$ cat src/rtl/iter_shifter_pkg.sv
// Shared encodings for the iterative shifter: operation codes and FSM states.
package iter_shifter_pkg;

  typedef enum logic [1:0] {
    OpSll = 2'b00,
    OpSrl = 2'b01,
    OpSra = 2'b10,
    OpRol = 2'b11
  } shift_op_e;

  typedef enum logic [1:0] {
    StIdle = 2'b00,
    StRun  = 2'b01,
    StDone = 2'b10
  } shift_state_e;

endpackage

$ cat src/rtl/iter_shifter_stage.sv
// One barrel stage: conditionally shifts/rotates the operand by 2^K.
module iter_shifter_stage
  import iter_shifter_pkg::*;
#(
  parameter int unsigned WIDTH = 32,
  parameter int unsigned K     = 0
) (
  input  logic             en,
  input  shift_op_e        op,
  input  logic [WIDTH-1:0] data_i,
  output logic [WIDTH-1:0] data_o
);

  localparam int unsigned Dist = 2 ** K;

  logic [WIDTH-1:0] shifted;

  // Shifted candidate for the selected op; passed through when the shamt bit is clear.
  always_comb begin
    shifted = data_i;
    unique case (op)
      OpSll: shifted = data_i << Dist;
      OpSrl: shifted = data_i >> Dist;
      // The operand MSB is the latched sign, so arithmetic shifting keeps filling with it.
      OpSra: shifted = $signed(data_i) >>> Dist;
      OpRol: shifted = (data_i << Dist) | (data_i >> (WIDTH - Dist));
    endcase
    data_o = en ? shifted : data_i;
  end

endmodule

$ cat src/rtl/iter_shifter.sv
// Multi-cycle logarithmic shifter with a start/busy/done handshake.
// Applies STAGES_PER_CYCLE barrel stages per RUN cycle to an accumulator.
module iter_shifter
  import iter_shifter_pkg::*;
#(
  parameter int unsigned WIDTH            = 32,
  parameter int unsigned SHAMT_W          = 5,
  parameter int unsigned STAGES_PER_CYCLE = 1
) (
  input  logic               clock,
  input  logic               reset,
  input  logic               ctrl_shift,
  input  logic [1:0]         op,
  input  logic [WIDTH-1:0]   data_in,
  input  logic [SHAMT_W-1:0] shamt,
  output logic [WIDTH-1:0]   result,
  output logic               busy,
  output logic               data_resultRDY
);

  localparam int          Stages = int'(STAGES_PER_CYCLE);
  localparam int          ShW    = int'(SHAMT_W);
  localparam int unsigned CntW   = $clog2(SHAMT_W + 1);
  localparam logic [CntW-1:0] KStep = CntW'(STAGES_PER_CYCLE);

  shift_state_e       state_q;
  logic [CntW-1:0]    k_q;
  logic [WIDTH-1:0]   acc_q;
  shift_op_e          op_q;
  logic [SHAMT_W-1:0] shamt_q;
  logic [WIDTH-1:0]   result_q;
  logic               busy_q;
  logic               rdy_q;

  logic [WIDTH-1:0] stage_in  [SHAMT_W];
  logic [WIDTH-1:0] stage_out [SHAMT_W];
  logic [WIDTH-1:0] acc_step;
  logic             last_run;
  logic             start;
  int               last_idx;

  // Stages are chained within a cycle group; the first stage of each group reads acc.
  for (genvar j = 0; j < SHAMT_W; j++) begin : g_stage
    if ((j % STAGES_PER_CYCLE) == 0) begin : g_head
      assign stage_in[j] = acc_q;
    end else begin : g_chain
      assign stage_in[j] = stage_out[j-1];
    end
    iter_shifter_stage #(
      .WIDTH (WIDTH),
      .K     (j)
    ) u_stage (
      .en     (shamt_q[j]),
      .op     (op_q),
      .data_i (stage_in[j]),
      .data_o (stage_out[j])
    );
  end

  // Pick the output of the last stage due this cycle; a short final group stops at SHAMT_W-1.
  always_comb begin
    last_idx = int'(k_q) + Stages - 1;
    if (last_idx > ShW - 1) begin
      last_idx = ShW - 1;
    end
    acc_step = acc_q;
    for (int j = 0; j < ShW; j++) begin
      if (j == last_idx) begin
        acc_step = stage_out[j];
      end
    end
    last_run = (int'(k_q) + Stages) >= ShW;
  end

  // Starts are honoured in IDLE and DONE only; a pulse during RUN is dropped.
  assign start = ctrl_shift && (state_q != StRun);

  // FSM, stage counter, accumulator and registered handshake outputs.
  always_ff @(posedge clock) begin
    if (reset) begin
      state_q  <= StIdle;
      k_q      <= '0;
      acc_q    <= '0;
      op_q     <= OpSll;
      shamt_q  <= '0;
      result_q <= '0;
      busy_q   <= 1'b0;
      rdy_q    <= 1'b0;
    end else begin
      rdy_q <= 1'b0;
      unique case (state_q)
        StIdle: ;
        StRun: begin
          acc_q <= acc_step;
          if (last_run) begin
            state_q <= StDone;
            k_q     <= '0;
            busy_q  <= 1'b0;
          end else begin
            k_q <= k_q + KStep;
          end
        end
        StDone: begin
          result_q <= acc_q;
          rdy_q    <= 1'b1;
          state_q  <= StIdle;
        end
        default: state_q <= StIdle;
      endcase
      // Placed last so a back-to-back start in DONE overrides the return to IDLE.
      if (start) begin
        acc_q   <= data_in;
        op_q    <= shift_op_e'(op);
        shamt_q <= shamt;
        k_q     <= '0;
        busy_q  <= 1'b1;
        state_q <= StRun;
      end
    end
  end

  assign result         = result_q;
  assign busy           = busy_q;
  assign data_resultRDY = rdy_q;

endmodule

$ cat config.mk
export PLATFORM = sky130hd
export DESIGN_NAME = iter_shifter
export DESIGN_NICKNAME = d
export VERILOG_FILES = /design/src/rtl/iter_shifter_pkg.sv /design/src/rtl/iter_shifter_stage.sv /design/src/rtl/iter_shifter.sv
export SDC_FILE = /design/constraint.sdc
export NUM_CORES = 1
export LEC_CHECK = 0
export CORE_AREA = 2 2 111 113
export CTS_CLUSTER_SIZE = 10
export DETAILED_ROUTE_END_ITERATION = 6
export DIE_AREA = 0 0 113 115
export PLACE_DENSITY = 0.75
export SLEW_MARGIN = 20
export SYNTH_ARGS = -nofsm -noshare
export SYNTH_HDL_FRONTEND = slang
export SYNTH_SLANG_ARGS = --single-unit
$ cat constraint.sdc
create_clock -name clock -period 3.4 [get_ports clock]
set_input_delay 0.68 -clock clock [delete_from_list [all_inputs] [get_ports clock]]
set_output_delay 0.68 -clock clock [all_outputs]
set_load 0.02 [all_outputs]
==> key figures, run 1 <==
Run status
  • Outcome: complete, but fails checks
  • Failing checks: DRC

Logic synthesis
  • Most used flip-flop cell after synthesis: dfxtp_1
  • Syn nets: 840
  • Sequential area share after synthesis: a little over a quarter
  • Yosys warnings: 0
  • Post-synthesis cell area: a little under 0.006 mm²
  • Avg Inst Size Synth: 7.427 µm²
  • Number of synthesized register bits: 78
  • Mapped Cells: ~790
  • Library cells used by synthesis: 75
  • Synth async-reset ratio: 0%
  • EDFF count, synth: 0

Setup path
  • Critical Path Sink Type: flip-flop
  • Worst path arrival time: 3610 ps
  • Worst-path cell chain: inv_1 -> ha_1 -> nand2b_1 -> nor2_2 -> ha_4 -> nor2b_2 -> a221oi_4 -> o31a_4 -> buf_4 -> or2_1 -> a311o_1 -> a311oi_1
  • Worst path slowest cell: o31a_4
  • Critical Path Max Stage Delay: between 400 and 500 ps
  • Reg2reg setup slack: roughly 42 ps
  • WS Path Type: reg2reg
  • Critical Path RT: 3650 ps
  • Crit-path max FO: 10
  • Startpoint Class: flip-flop

Clock tree
  • CTS tree: built
  • Sink Count: 78
  • Worst-skew pair later-pin latency: around 350 ps
  • Clk buf depth: 2
  • H-Tree Depth: 3
  • CTS clock-pin slew for the worst setup and hold paths: approximately 70 ps
  • Clock buffer count from CTS: 9
  • Clk root buf: clkbuf_16

STA
  • Layout Skew: 9.794 ps
  • Setup violators final: 0
  • Max-slew violations: 0
  • Slew Limit Headroom: 49.83%
  • Measured slew at the worst slew-check pin: between 700 and 800 ps
  • FMAX: about 300 MHz
  • Tcrit/Tclk final: a little over nine tenths
  • Min Clock Period, post-route: about 3400 ps
  • WHS: roughly 460 ps
  • Final hold violation count: 0

Placed design
  • Placer congestion estimate: approximately 1.1
  • Input/output buffers: 75
  • Dpl cell area: 0.006817 mm²
  • Final HPWL DP: between 15000 and 20000 µm

Power and ir drop
  • Leakage: 2.530 nW
  • Sw Share: a little over a third
  • VDD IR max: ~0.31 mV
  • Logic pwr share: 30.3%
  • Internal power: 1.965 mW
  • Clk pwr share: around a third
  • NetSw: between 1 and 1.5 mW
  • Sequential power share: between 30% and 40%
  • P per Cell Area: about 430 mW/mm²
  • Total power: 3.097 mW

Route
  • Via density: ~7
  • Drt wl/cell: between 20 and 25 µm
  • Antenna Nets Post-Route: 0
  • DRT iter0 DRCs: slightly above 900
  • DRC: 13
  • Drt pass-1 iters: 7
  • Final WL: 24440 µm
  • Via count: 6747

GRT
  • Initial antenna violation count: 0
  • Met2 GRT Util: between 50 and 60%
  • GRT Total Usage: about 37%
  • Vias in the first global route: around 6400
  • Layer with the highest usage: met2
  • GR met1 Demand/Resource: 48.98%
  • Largest net degree at the start of global routing: 84
  • GRT Residual Overflow: 0
  • Grt met3 use: 8.065%
  • First-pass GRT wire length: approximately 37000 µm

Cells and area
  • N_diodes: 0
  • Nets@finish: ~880
  • Layout area overhead: 22.68%
  • Commonest cells after routing, fill and taps aside: 145 x nand2_1, 88 x a21oi_1, 77 x dfxtp_1, 74 x clkdlybuf4s50_1, 47 x nor2_1
  • Layout cells sized above 1: roughly 14%
  • Final instance area: roughly 0.0072 mm²
  • Commonest non-fill, non-tap cell in the layout: nand2_1

Floorplanning
  • IO Pins: 76
  • Die Ht: about 120 µm
  • Rows: 40
  • Initial core utilization: between 40% and 50%
  • Die Area: between 0.01 and 0.015 mm²
  • CORE AREA: roughly 0.012 mm²
  • Die width: approximately 110 µm

Hold path
  • HP Class: reg2reg

Flow run
  • Max-cap violations: 0
==> power groups by stage <==
stage / logic (mW) / registers [mW] / clock network, mW
after floorplan: 0.627 / 1.04 / 0
after global placement: 0.869 / 1.14 / 0
after detailed placement: 0.873 / 1.14 / 0
after CTS: 0.882 / 1.12 / 1.03
after global routing: 0.994 / 1.13 / 1.06
final: 0.940 / 1.13 / 1.03
==> cells by family after synthesis <==
| logic type | after synthesis | share of synthesized area, % |
|---|---|---|
| buf+inv | 95 | 7.002 |
| mux | 37 | 6.493 |
| compound gates | 259 | 32.53 |
| flops | 78 | 26.48 |
| fa+ha+maj | 4 | 0.8488 |
| xor+xnor | 8 | 1.549 |
| simple gates | 313 | 25.10 |
==> sequential cells by signal, summed over array words and instances, names as in the netlist <==
name            flops
k_q                 3
busy                1
op_q                2
acc_q              32
data_resultRDY      1
result             32
shamt_q             5
state_q             2
==> critical path, delay by kind of cell (launching register included) <==
family,cells,cell delay [ps]
AOI/OAI and AO/OA,4,1180
adders and majority gates,2,610
DFF,1,430
buffers and inverters,2,320
and+or+nand+nor,4,700
==> area by class of cell <==
cell class                      count  area (µm²)
Clock inverter                      5       57.56
Fill cell                        1042        4577
Multi-Input combinational cell    621        4004
Sequential cell                    78        1563
Tap cell                          147       183.9
Timing Repair Buffer              117        1140
Inverter                            9       33.78
Clock buffer                       11       252.7
==> cells in the mapped netlist (5+ instances only) <==
library cell    n  area share [%]
and3_1         14             1.5
nand2_1       145             9.2
nor2_1         49             3.1
inv_1           9            0.57
o21ai_0        25             2.1
buf_4           5            0.64
mux2_2         10             1.9
o31a_1         10             1.5
dfxtp_1        78              26
a21oi_1        88             7.5
and2_1          6            0.64
buf_1           5            0.32
mux2i_1        27             4.6
nor3_1         17             1.4
o41ai_1         6            0.89
nand3_1        40             3.4
o211ai_1       15             1.9
o41ai_2        14             3.9
a31o_2          5            0.74
nor2b_1        12             1.3
a211oi_1       26             3.3
a311oi_1        8             1.2
o22ai_1        14             1.5
a311o_1         7             1.2
clkbuf_1       56             3.6
buf_2          18             1.5
==> layer usage <==
layer	share of wire (%)	up-vias	routed length, µm
li1	-	2997	-
met1	40	3165	9825
met2	43	473	10560
met3	11	112	2799
met4	5.1	0	1254
met5	0	-	0
==> through the flow <==
stage               cells  TNS (ps)  utilization [%]  worst slack [ps]
detailed placement    968    -48.20            57.71            -24.57
floorplan             794         0                -             66.89
finish                988         0            61.25             42.14
CTS                   984         0            60.41             30.46
global placement      968         0            57.71             181.1
global route          988    -180.2            61.25            -45.60
==> final timing paths <==
kind         startpoint    endpoint  cells past startpoint
max              k_q[0]   acc_q[16]                     12
min          result[25]  result[25]                      2
max reg2reg      k_q[0]   acc_q[16]                     12
min reg2reg  result[25]  result[25]                      2
==> repair_timing <==
item / CTS / global route
buffers inserted: 0 / 4
pin swaps: 0 / 4
resized for setup: 2 / 12
hold buffers: 0 / 0
setup endpoints to repair: 11 / 32
Power figures use the tool's default switching activity.
==> run 2, diff against run 1 <==
--- a/config.mk
+++ b/config.mk
@@ -5,11 +5,12 @@
 export SDC_FILE = /design/constraint.sdc
 export NUM_CORES = 1
 export LEC_CHECK = 0
-export CORE_AREA = 2 2 111 113
+export CORE_AREA = 2 2 110 112
+export CTS_BUF_LIST = sky130_fd_sc_hd__clkbuf_4 sky130_fd_sc_hd__clkbuf_8
 export CTS_CLUSTER_SIZE = 10
 export DETAILED_ROUTE_END_ITERATION = 6
-export DIE_AREA = 0 0 113 115
-export PLACE_DENSITY = 0.75
+export DIE_AREA = 0 0 112 114
+export PLACE_DENSITY = 0.76
 export SLEW_MARGIN = 20
 export SYNTH_ARGS = -nofsm -noshare
 export SYNTH_HDL_FRONTEND = slang
==> run 2 against run 1 <==
The run now ends clean. Setup slack improved by 96 ps. Sequential power about the same. Clock skew decreased by 5.9 ps. Critical path type unchanged. Largest power group unchanged.
==> key figures, run 2 (synthesis results as in run 1) <==
Run status
  • Outcome: finished clean

Setup path
  • Worst path arrival time: 3530 ps (-80 ps)
  • Worst path slowest cell: o31a_2
  • Startpoint Class: flip-flop
  • WS Path Type: reg2reg
  • Critical Path Max Stage Delay: 440 ps (about the same)
  • Cell class contributing the biggest share of worst-path delay: compound AO/OA/AOI/OAI gates
  • Critical Path RT: 3670 ps (+20 ps)
  • Crit-path max FO: 7 (-3)
  • CP bufs+invs: 4 (+2)
  • Worst-path cell chain: inv_1 -> ha_1 -> nand2b_1 -> nor2_1 -> ha_1 -> nor2b_1 -> a221oi_4 -> o31a_2 -> buf_4 -> buf_4 -> inv_1 -> a211oi_1 -> o41ai_1
  • Critical Path Sink Type: flip-flop

Power and ir drop
  • VDD IR max: 0.2444 mV (-20%)
  • NetSw: 1.075 mW (-5.0%)
  • P per Cell Area: 390.9 mW/mm² (-8.7%)
  • Internal power: 1.702 mW (-13%)
  • Logic pwr share: 33.4% (+3.1 points)
  • Sw Share: 38.71% (+2.2 points)
  • Clk pwr share: 25.7% (-7.4 points)
  • Total power: 2.776 mW (-10%)
  • Leakage: 2.482 nW (-1.9%)
  • Sequential power share: 40.9% (+4.4 points)

Placed design
  • Final HPWL DP: 16880 µm (-0.14%)
  • Dpl ws: 82.39 ps (+107.0 ps)
  • Placer congestion estimate: 1.024 (-2.8%)
  • Dpl cell area: 0.006842 mm² (+0.37%)
  • Input/output buffers: 75 (unchanged)

Cells and area
  • Final Util: 60.64% (-0.61 points)
  • Commonest cells after routing, fill and taps aside: 145 x nand2_1, 88 x a21oi_1, 76 x dfxtp_1, 74 x clkdlybuf4s50_1, 48 x nor2_1
  • Final instance area: 0.007102 mm² (-1.8%)
  • # fillers: 1066 (+2.3%)
  • N_diodes: 0 (unchanged)
  • Commonest non-fill, non-tap cell in the layout: nand2_1
  • Layout cells sized above 1: 13.37% (-0.43 points)
  • Nets@finish: 880 (-0.23%)
  • Sequential standard cell area: 0.001564 mm² (about the same)
  • Multi-input logic area: 0.003991 mm² (-0.31%)
  • Layout area overhead: 20.43%

GRT
  • Layer with the highest usage: met2
  • Met2 GRT Util: 57.58% (+0.89 points)
  • GRT Total Usage: 37.23% (+0.34 points)
  • Grt met3 use: 8.714% (+0.65 points)
  • GR met1 Demand/Resource: 48.20% (-0.78 points)
  • Largest net degree at the start of global routing: 84 (unchanged)
  • Initial antenna violation count: 0 (unchanged)
  • First-pass GRT wire length: 36860 µm (-0.19%)
  • Vias in the first global route: 6351 (-0.016%)
  • GRT Residual Overflow: 0 (unchanged)

Hold path
  • HP Class: reg2reg

STA
  • Unrepaired setup endpoints after global routing: false
  • Final hold violation count: 0 (unchanged)
  • Measured slew at the worst slew-check pin: 731.2 ps (-20.47 ps)
  • FMAX: 306.6 MHz (+3.0%)
  • Setup slack after layout: 138.6 ps (+96.47 ps)
  • Min Clock Period, post-route: 3261 ps (-96.47 ps)
  • Slew Limit Headroom: 51.20% (+1.4 points)
  • Setup violators final: 0 (unchanged)
  • Setup TNS: 0 ps (unchanged)
  • Tcrit/Tclk final: 95.92% (-2.8 points)
  • Layout Skew: 3.890 ps (-5.904 ps)
  • Max-slew violations: 0 (unchanged)

Clock tree
  • Worst-skew pair later-pin latency: 370 ps (+20 ps)
  • Clk root buf: clkbuf_8
  • Clock buffer count from CTS: 9 (unchanged)
  • Clk buf depth: 2 (unchanged)
  • Sink Count: 78 (unchanged)
  • CTS tree: built
  • H-Tree Depth: 3 (unchanged)
  • Hold bufs inserted after CTS: 0 (unchanged)
  • CTS clock-pin slew for the worst setup and hold paths: 80 ps (about the same)

Floorplanning
  • Die Ht: 114 µm (-0.87%)
  • CORE AREA: 0.01171 mm² (-0.85%)
  • IO Pins: 76 (unchanged)
  • Initial core utilization: 50.35% (+0.43 points)
  • Rows: 40 (unchanged)
  • Die Area: 0.01277 mm² (-1.7%)
  • Die width: 112 µm (-0.88%)

Route
  • DRC: 0 (-13)
  • Via count: 6802 (+0.82%)
  • Final WL: 24190 µm (-1.0%)
  • Via density: 6.906 (+1.1%)
  • Drt wl/cell: 24.56 µm (-0.72%)
  • DRT iter0 DRCs: 857 (-6.2%)
  • Drt pass-1 iters: 6 (-1)
  • Antenna Nets Post-Route: 0 (unchanged)

Flow run
  • Max-cap violations: 0 (unchanged)
## run 2: changes by cell type in the layout (fill, tap and decap cells not counted), moves of 2 or more
cell and change:
buf_4 -4, clkbuf_8 +7, clkbuf_4 +2, clkbuf_16 -9, clkinvlp_4 -3
## run 2: layout make-up
cell class	instances	share of cell area, %
Clock buffer	11	1.956
Inverter	9	0.4757
Sequential cell	78	22.02
Clock inverter	4	0.6871
Multi-Input combinational cell	621	56.20
Timing Repair Buffer	115	16.07
Tap cell	147	2.590
## run 2: path summary, 6_finish.rpt
check        cells past startpoint       start  slack [ps]    endpoint
max                             13      k_q[1]         140   acc_q[27]
min                              2  result[13]         450  result[13]
max reg2reg                     13      k_q[1]         140   acc_q[27]
min reg2reg                      2  result[13]         450  result[13]
## run 2: timing repair
item,in CTS,in global routing
gates resized for setup,0,15
endpoints found under the hold margin,0,0
setup buffers,0,2
endpoints found under the setup margin,0,32
## run 2: worst register-to-register path, delay by kind of cell, from the launching register on
kind	cells	cell delay (ps)
compound gates	4	1030
flops	1	390
fa+ha+maj	2	680
simple gates	3	450
buf+inv	4	610
## run 2: metrics by stage
stage          hold WS, ps  instances
2_1_floorplan        436.7        794
3_3_place_gp         440.6        968
3_5_place_dp         445.3        968
4_1_cts              456.9        983
5_1_grt              476.2        985
6_report             454.6        985
## run 2: power groups by stage
stage / clock network [mW] / logic [mW] / registers (mW)
6_report: 0.714 / 0.927 / 1.14
5_1_grt: 0.750 / 0.981 / 1.14
4_1_cts: 0.719 / 0.878 / 1.12
3_5_place_dp: 0 / 0.875 / 1.15
3_3_place_gp: 0 / 0.866 / 1.15
2_1_floorplan: 0 / 0.627 / 1.04
## run 2: metal layers
metal	share of wire, %	wire (µm)
met2	45	10810
met4	5.3	1277
met1	40	9640
met5	0	0
met3	10	2462
